`src/rtl/rf_arb_pkg.sv`:
```
// Shared types for the register-file write-back arbiter and its scoreboard.
package rf_arb_pkg;
  localparam int NUM_REGS = 32;

  typedef logic [4:0]  reg_addr_t;
  typedef logic [31:0] xlen_t;

  // Source of the write currently held in the output stage; drives busy-clear.
  typedef enum logic [1:0] {SRC_NONE, SRC_ALU, SRC_LSU} wb_src_t;
endpackage

```
`src/rtl/rf_scoreboard.sv`:
```
// Busy bits and pending count for long-latency ops; produces decode stall and sticky err.
module rf_scoreboard
  import rf_arb_pkg::*;
#(
  parameter int MAX_PEND = 4
) (
  input  logic                clk,
  input  logic                rst,
  input  logic                iss_valid,
  input  logic                iss_long,
  input  reg_addr_t           iss_rd,
  input  reg_addr_t           iss_rs1,
  input  reg_addr_t           iss_rs2,
  input  logic                lsu_hs,
  input  logic                clr_en,
  input  reg_addr_t           clr_addr,
  output logic                iss_stall,
  output logic [NUM_REGS-1:0] busy_vec,
  output logic                err
);
  localparam int PW = $clog2(MAX_PEND + 1);

  logic [NUM_REGS-1:0] busy_q, busy_d;
  logic [PW-1:0]       pend_q, pend_d;
  logic                err_q, err_d;
  logic                iss_acc;

  always_comb begin
    // busy_q[0] is held at 0, so x0 operands never hit
    iss_stall = iss_valid && (busy_q[iss_rs1] || busy_q[iss_rs2] || busy_q[iss_rd] ||
                              (iss_long && pend_q == PW'(MAX_PEND)));
    iss_acc   = iss_valid && iss_long && !iss_stall;

    busy_d = busy_q;
    if (clr_en)  busy_d[clr_addr] = 1'b0;
    if (iss_acc) busy_d[iss_rd]   = 1'b1;
    busy_d[0] = 1'b0;

    pend_d = pend_q;
    if (iss_acc && !lsu_hs)                        pend_d = pend_q + 1'b1;
    else if (!iss_acc && lsu_hs && pend_q != '0)   pend_d = pend_q - 1'b1;

    err_d = err_q || (lsu_hs && pend_q == '0);
  end

  always_ff @(posedge clk) begin
    if (rst) begin
      busy_q <= '0;
      pend_q <= '0;
      err_q  <= 1'b0;
    end else begin
      busy_q <= busy_d;
      pend_q <= pend_d;
      err_q  <= err_d;
    end
  end

  assign busy_vec = busy_q;
  assign err      = err_q;
endmodule

```
`src/rtl/rf_wb_arbiter.sv`:
```
// Shares the register-file write port between ALU and LSU write-back; ALU has priority.
// Define RF_ARB_STARVE_EN to build the LSU starvation counter and forced grant.
module rf_wb_arbiter
  import rf_arb_pkg::*;
#(
  parameter int MAX_PEND   = 4,
  parameter int STARVE_MAX = 3
) (
  input  logic                clk,
  input  logic                rst,
  input  logic                alu_wb_valid,
  output logic                alu_wb_ready,
  input  reg_addr_t           alu_wb_addr,
  input  xlen_t               alu_wb_data,
  input  logic                lsu_wb_valid,
  output logic                lsu_wb_ready,
  input  reg_addr_t           lsu_wb_addr,
  input  xlen_t               lsu_wb_data,
  input  logic                iss_valid,
  input  logic                iss_long,
  input  reg_addr_t           iss_rd,
  input  reg_addr_t           iss_rs1,
  input  reg_addr_t           iss_rs2,
  output logic                iss_stall,
  output reg_addr_t           rd_addr,
  output xlen_t               rd_data,
  output logic                rd_wen,
  output logic [NUM_REGS-1:0] busy_vec,
  output logic                err
);
  logic      forced, alu_gnt, lsu_gnt;
  reg_addr_t rd_addr_q, rd_addr_d;
  xlen_t     rd_data_q, rd_data_d;
  logic      rd_wen_q, rd_wen_d;
  wb_src_t   src_q, src_d;

`ifdef RF_ARB_STARVE_EN
  logic [3:0] starve_q, starve_d;

  always_comb begin
    forced   = (starve_q == 4'(STARVE_MAX));
    starve_d = (lsu_wb_valid && !lsu_gnt) ? starve_q + 4'd1 : 4'd0;
  end

  always_ff @(posedge clk) begin
    if (rst) starve_q <= 4'd0;
    else     starve_q <= starve_d;
  end
`else
  // STARVE_MAX has no effect in strict-priority builds.
  logic [3:0] starve_max_unused;
  assign starve_max_unused = 4'(STARVE_MAX);
  assign forced = 1'b0;
`endif

  always_comb begin
    alu_wb_ready = !forced;
    lsu_wb_ready = lsu_wb_valid && (!alu_wb_valid || forced);
    alu_gnt      = alu_wb_valid && alu_wb_ready;
    lsu_gnt      = lsu_wb_valid && lsu_wb_ready;

    rd_addr_d = rd_addr_q;
    rd_data_d = rd_data_q;
    rd_wen_d  = 1'b0;
    src_d     = SRC_NONE;
    // x0 writes complete the handshake but never reach the register file
    if (lsu_gnt) begin
      rd_addr_d = lsu_wb_addr;
      rd_data_d = lsu_wb_data;
      rd_wen_d  = (lsu_wb_addr != '0);
      src_d     = SRC_LSU;
    end else if (alu_gnt) begin
      rd_addr_d = alu_wb_addr;
      rd_data_d = alu_wb_data;
      rd_wen_d  = (alu_wb_addr != '0);
      src_d     = SRC_ALU;
    end
  end

  always_ff @(posedge clk) begin
    if (rst) begin
      rd_addr_q <= '0;
      rd_data_q <= '0;
      rd_wen_q  <= 1'b0;
      src_q     <= SRC_NONE;
    end else begin
      rd_addr_q <= rd_addr_d;
      rd_data_q <= rd_data_d;
      rd_wen_q  <= rd_wen_d;
      src_q     <= src_d;
    end
  end

  assign rd_addr = rd_addr_q;
  assign rd_data = rd_data_q;
  assign rd_wen  = rd_wen_q;

  rf_scoreboard #(.MAX_PEND(MAX_PEND)) u_sb (
    .clk       (clk),
    .rst       (rst),
    .iss_valid (iss_valid),
    .iss_long  (iss_long),
    .iss_rd    (iss_rd),
    .iss_rs1   (iss_rs1),
    .iss_rs2   (iss_rs2),
    .lsu_hs    (lsu_gnt),
    .clr_en    (rd_wen_q && src_q == SRC_LSU),
    .clr_addr  (rd_addr_q),
    .iss_stall (iss_stall),
    .busy_vec  (busy_vec),
    .err       (err)
  );
endmodule

```
`config.mk`:
```
export PLATFORM = sky130hd
export DESIGN_NAME = rf_wb_arbiter
export DESIGN_NICKNAME = d
export VERILOG_FILES = /design/src/rtl/rf_arb_pkg.sv /design/src/rtl/rf_scoreboard.sv /design/src/rtl/rf_wb_arbiter.sv
export SDC_FILE = /design/constraint.sdc
export NUM_CORES = 1
export LEC_CHECK = 0
export ABC_AREA = 1
export CAP_MARGIN = 20
export CORE_ASPECT_RATIO = 0.75
export CORE_MARGIN = 4
export CORE_UTILIZATION = 42
export DETAILED_ROUTE_END_ITERATION = 16
export PLACE_DENSITY = 0.88
export SETUP_SLACK_MARGIN = 0.15
export SYNTH_ARGS = -nofsm -noshare
export SYNTH_HDL_FRONTEND = slang
export SYNTH_SLANG_ARGS = --single-unit
```
`constraint.sdc`:
```
create_clock -name clk -period 7.04 [get_ports clk]
set_clock_uncertainty 0.15 [all_clocks]
set_input_delay 2.112 -clock clk [delete_from_list [all_inputs] [get_ports clk]]
set_output_delay 2.112 -clock clk [all_outputs]
set_load 0.01 [all_outputs]
```
Word-level counts from Yosys, hierarchy flattened
Index checks and enable logic that the tools add are counted.

$add $sub $neg: 2. Order comparisons: 6. Equality and inequality tests: 2. Muxes and demuxes: 22. Bitwise gates (word level): 3. Reduce and logical (&&, ||, !) cells: 28.

Operator list (count): $mux W32 (4); $and A32 B32 Y32 (1); $not A32 Y32 (1); $or A32 B32 Y32 (1); $lt A5 B6 Y1 const B (4); $bmux W1 S5 (3); $logic_and A1 B1 Y1 (13); $demux W1 S5 (2); $ge A5 B1 Y1 const B (2); $mux W5 (2); $reduce_bool A5 Y1 (2); $mux W1 (8); $mux W3 (2); $logic_not A1 Y1 (4); $logic_or A1 B1 Y1 (4); $reduce_bool A2 Y1 (2); $add A3 B1 Y3 const B (1); $eq A3 B3 Y1 const B (1); $logic_not A3 Y1 (1); $reduce_bool A3 Y1 (1); $sub A3 B1 Y3 const B (1); $eq A2 B2 Y1 const B (1); $mux W2 (1); $reduce_or A2 Y1 (1).

Flip-flop bits (word level): 76. Logic and storage cells: 72.

Logic depth before layout (Yosys ltp)
Word-level depth: 13. Mapped depth: 19. Mapped depth without buffers: 17.

By module
Synthesis repeated with hierarchy kept, for this count alone.

Cell total of the unflattened synthesis: 729. Area total of the unflattened synthesis: 4445.5 µm².

Modules (own cells, without submodules): rf_scoreboard (times used 1, cells an instance 444, area each 2630.0 µm², sequential area each 700.7 µm²); rf_wb_arbiter (times used 1, cells an instance 285, area each 1815.5 µm², sequential area each 800.8 µm²).

Least setup slack after synthesis
OpenSTA, ideal clock, no wires.

Kind: input port to output port. From: input iss_rs2[0]. To: output iss_stall. Data arrival time: 3.123 ns. Data required time: 4.778 ns. Slack: 1.655 ns. Stages: 13. Buffers on the path: 2. Cells stage by stage: buf_4 inv_2 buf_6 nand2_1 nand3_1 nand3_1 nand2_1 nand2_1 nand2_1 nand2_1 nand3_1 nor2_2 nor2_1.

Cells in the longest elaborated chain, start to end: 6.

RTL lines: start: declaration (line rf_wb_arbiter.sv:23) `input reg_addr_t iss_rs2,`; $bmux W1 S5 (line rf_scoreboard.sv:30) `iss_stall = iss_valid && (busy_q[iss_rs1] || busy_q[iss_rs2] || busy_q[iss_rd] ||`; $mux W1 (implied by the code) (line rf_scoreboard.sv:30); $logic_or A1 B1 Y1 (3 in series) (line rf_scoreboard.sv:30); $logic_and A1 B1 Y1 (line rf_scoreboard.sv:30); end: declaration (line rf_wb_arbiter.sv:24) `output logic iss_stall,`.

No other way between the ends. The select of a mux whose other input is x is not followed.

Worst setup path in the final report
Same ends and word-level chain as after synthesis.

==> metrics.md <==
| Metric | Value |
|---|---|
| Clk pwr share | 0.397 |
| Hold Path End | u_sb.err$_SDFF_PP0_ |
| Static Leak | 2.99 nW |
| Total Power | 1.14 mW |
| Initial antenna violation count | 1 |
| Synth warn | 0 |
| Ys async rst share | 0 |
| Post-route cell area | 6570 um^2 |
| DR vias | 5546 |
| Max cap viols | 0 |
| # setup viols final | 0 |
| Iter 0 DRT Violations | 549 |
| Max-slew headroom | 0.664 |
| CP required | 4.78 ns |
| Hold Path Cell Cnt | 2 |
| Post-Syn Area | 4510 um^2 |
| Peak supply drop | 0.137 mV |
| Synth Register Bits | 75 |
| CP Launch Type | primary input |
| CP arrival | 4.34 ns |
| Sequential power share | 0.401 |
| Clock Path Buffers | 2 |
| Post-synthesis cell type count | 30 |
| Clk root buf | clkbuf_16 |
| Cell Area, Placed | 6260 um^2 |
| Hold buffers post-CTS | 0 |
| Site row count | 32 |
| Reg-to-reg setup timing slack | 4.54 ns |
| Worst path max stage delay | 0.50 ns |
| First-pass GRT wire length | 25.0 mm |
| Post-layout net count | 1014 |
| Main flop type after synthesis | dfxtp_1 |
| Register area share after synthesis | 0.333 |
| HP Start | u_sb.err$_SDFF_PP0_ |
| DR pass1 iterations | 5 |
| Fin crit share | 0.938 |
| Final non-filler cell total | 1059 |
| Num CTS Buffers | 9 |
| # clock sinks | 75 |
| Crit Path Class | in -> out |
| Setup_tns | 0 ns |
| Crit end category | output port |
| Resize count post-CTS | 0 |
| WP buf/inv | 4 |
| Drt drc | 0 |
| Gr usage total | 0.247 |
| Final wirelength | 15.8 mm |
| Syn nets | 854 |
| DP Wirelength | 12.0 mm |
| Placed Cells | 1042 |
| I/O Buffers | 166 |
| Die width | 128 um |
| Psw | 0.302 mW |
| Commonest non-fill, non-tap cell in the layout | nand2_1 |
| Gate Count Post-Synth | 758 |
| Clock Pin Slew Worst Setup and Hold Paths | 0.05 ns |
| RSZ-0062 raised after global routing | false |
| CP top delay family | buffers and inverters |
| Starting Density | 0.434 |
| Net Sw Frac | 0.265 |
| Number of synthesized flops with an enable pin | 0 |
| Overflow after GRT | 0 |
| Outcome | complete, no violations |
| Worst path slowest cell | clkdlybuf4s50_1 |
| Reg2reg path depth | 15 |
| # IOs | 169 |
| Die footprint | 12500 um^2 |
| Largest net degree at the start of global routing | 40 |
| Fmax | 152 MHz |
| Postcts setup bufs | 0 |
| DRT antenna net count | 0 |
| Endpoints failing hold | 0 |
| Final GP Congestion | 1.01 |
| Worst-path fanout max | 17 |
| P_int | 0.839 mW |
| Most frequent cells in the layout | nand2_1 (284), clkdlybuf4s50_1 (166), nand3_1 (136) |
| Layout cell share with drive strength beyond 1 | 0.0488 |
| N_diodes | 0 |
| Avg WL per Cell | 14.9 um |
| CTS tree | built |
| Combinational Power Share | 0.203 |
| Worst slew pin tran | 0.503 ns |
| Hold Crit Class | reg -> reg |
| Worst r2r dst | u_sb.pend_q[2]$_SDFFE_PP0P_ |
| Vias in the first global route | 5020 |
| Launching point of the worst reg2reg path | u_sb.busy_vec[2]$_SDFF_PP0_ |
| Most used cell, CP | nand2_1 |
| Power per cell area | 174 nW/um^2 |
| Cells along the critical path | clkdlybuf4s50_1 -> buf_4 -> inv_2 -> nand2_1 -> nand3_1 -> nand3_1 -> nand2_1 -> nand2_1 -> nand2_1 -> nand2_1 -> nand3_1 -> nor2_2 -> nor2_1 -> clkdlybuf4s50_1 |
| Mean Syn Cell Area | 5.94 um^2 |
| Core Region | 10400 um^2 |
| Worst skew pair latency | 0.33 ns |
| Die H | 97.7 um |
| Via/cell ratio | 5.24 |
| Max-slew violations | 0 |
| Area Overhead vs Synth | 45.8% |
| H-tree depth | 3 |
| Post-layout min period | 6.60 ns |
## power groups by stage
| stage | Clock (mW) | Combinational [mW] | Sequential (mW) |
|---|---|---|---|
| floorplan | 0 | 0.106 | 0.471 |
| global placement | 0 | 0.224 | 0.465 |
| detailed placement | 0 | 0.228 | 0.466 |
| CTS | 0.460 | 0.229 | 0.457 |
| global route | 0.477 | 0.253 | 0.460 |
| finish | 0.453 | 0.231 | 0.457 |
## final cells by class
cell class,instances,area [um^2]
Clock buffer,11,243
Timing Repair Buffer,182,1790
Inverter,104,390
Fill cell,894,3800
Tap cell,136,170
Sequential cell,75,1500
Multi-Input combinational cell,546,2420
Clock inverter,5,52.6
## layer usage
layer  track usage  up-vias  share of wire
met5             0        -        0.00051
met4        0.0783        2          0.024
met3         0.102       40           0.12
met2         0.380      311           0.45
met1         0.315     2472           0.40
li1              -     2721              -
## cell usage after synthesis, types with 3 or more instances
cell / n / area, um^2
inv_1: 97 / 364
clkbuf_1: 16 / 60.1
o21ai_0: 29 / 145
o31ai_1: 5 / 37.5
inv_2: 6 / 22.5
buf_6: 7 / 78.8
dfxtp_1: 75 / 1500
o21ai_1: 5 / 25.0
a21oi_1: 34 / 170
nand3_1: 136 / 681
buf_4: 5 / 37.5
nor2_1: 24 / 90.1
nor3_1: 8 / 40.0
o221ai_1: 3 / 26.3
nand2_1: 284 / 1070
buf_2: 3 / 15.0
## sequential cells by signal, summed over array words and instances (netlist names)
| signal | count |
|---|---|
| rd_data | 32 |
| u_sb.busy_vec | 31 |
| rd_addr | 5 |
| u_sb.pend_q | 3 |
| src_q | 2 |
| rd_wen | 1 |
| u_sb.err | 1 |
## worst reg2reg max path, stage by stage (launching register included)
cell,delay (ns)
dfxtp_1,0.37
inv_1,0.15
nand2_1,0.07
nand3_1,0.08
nand3_1,0.07
nand3_1,0.09
nand2_1,0.13
nand2_1,0.10
nand3_1,0.09
nor2_2,0.19
nand3_2,0.12
fa_1,0.41
inv_1,0.07
nand3_1,0.10
a21oi_1,0.15
nor2_1,0.06
## metrics by stage
stage / setup WS (ns) / utilization / hold slack, ns
after global routing: 0.219 / 0.634 / 0.363
final: 0.439 / 0.634 / 0.334
after global placement: 0.524 / 0.603 / 0.300
after CTS: 0.459 / 0.632 / 0.329
after floorplan: 1.66 / - / 0.346
after detailed placement: 0.458 / 0.603 / 0.321
## worst max-delay path by stage
stage               start         to  cells after the start  slack (ns)
2_1_floorplan  iss_rs2[0]  iss_stall                     13        1.66
3_3_place_gp   iss_rs2[0]  iss_stall                     14        0.52
3_5_place_dp    iss_rd[1]  iss_stall                     13        0.46
4_1_cts         iss_rd[1]  iss_stall                     13        0.46
5_1_grt         iss_rd[1]  iss_stall                     13        0.22
6_report       iss_rs2[0]  iss_stall                     14        0.44
## kinds of logic (layout without fill, tap and decap cells)
| group | after synthesis | in the layout | share of synthesized area |
|---|---|---|---|
| AO/OA/AOI/OAI | 81 | 81 | 0.0978 |
| flip-flops | 75 | 75 | 0.333 |
| other | 2 | 2 | 0.00167 |
| AND/OR/NAND/NOR | 462 | 462 | 0.432 |
| buffers and inverters | 137 | 302 | 0.131 |
| adder cells (fa/ha/maj) | 1 | 1 | 0.00444 |
(Power assumes the default switching activity.)
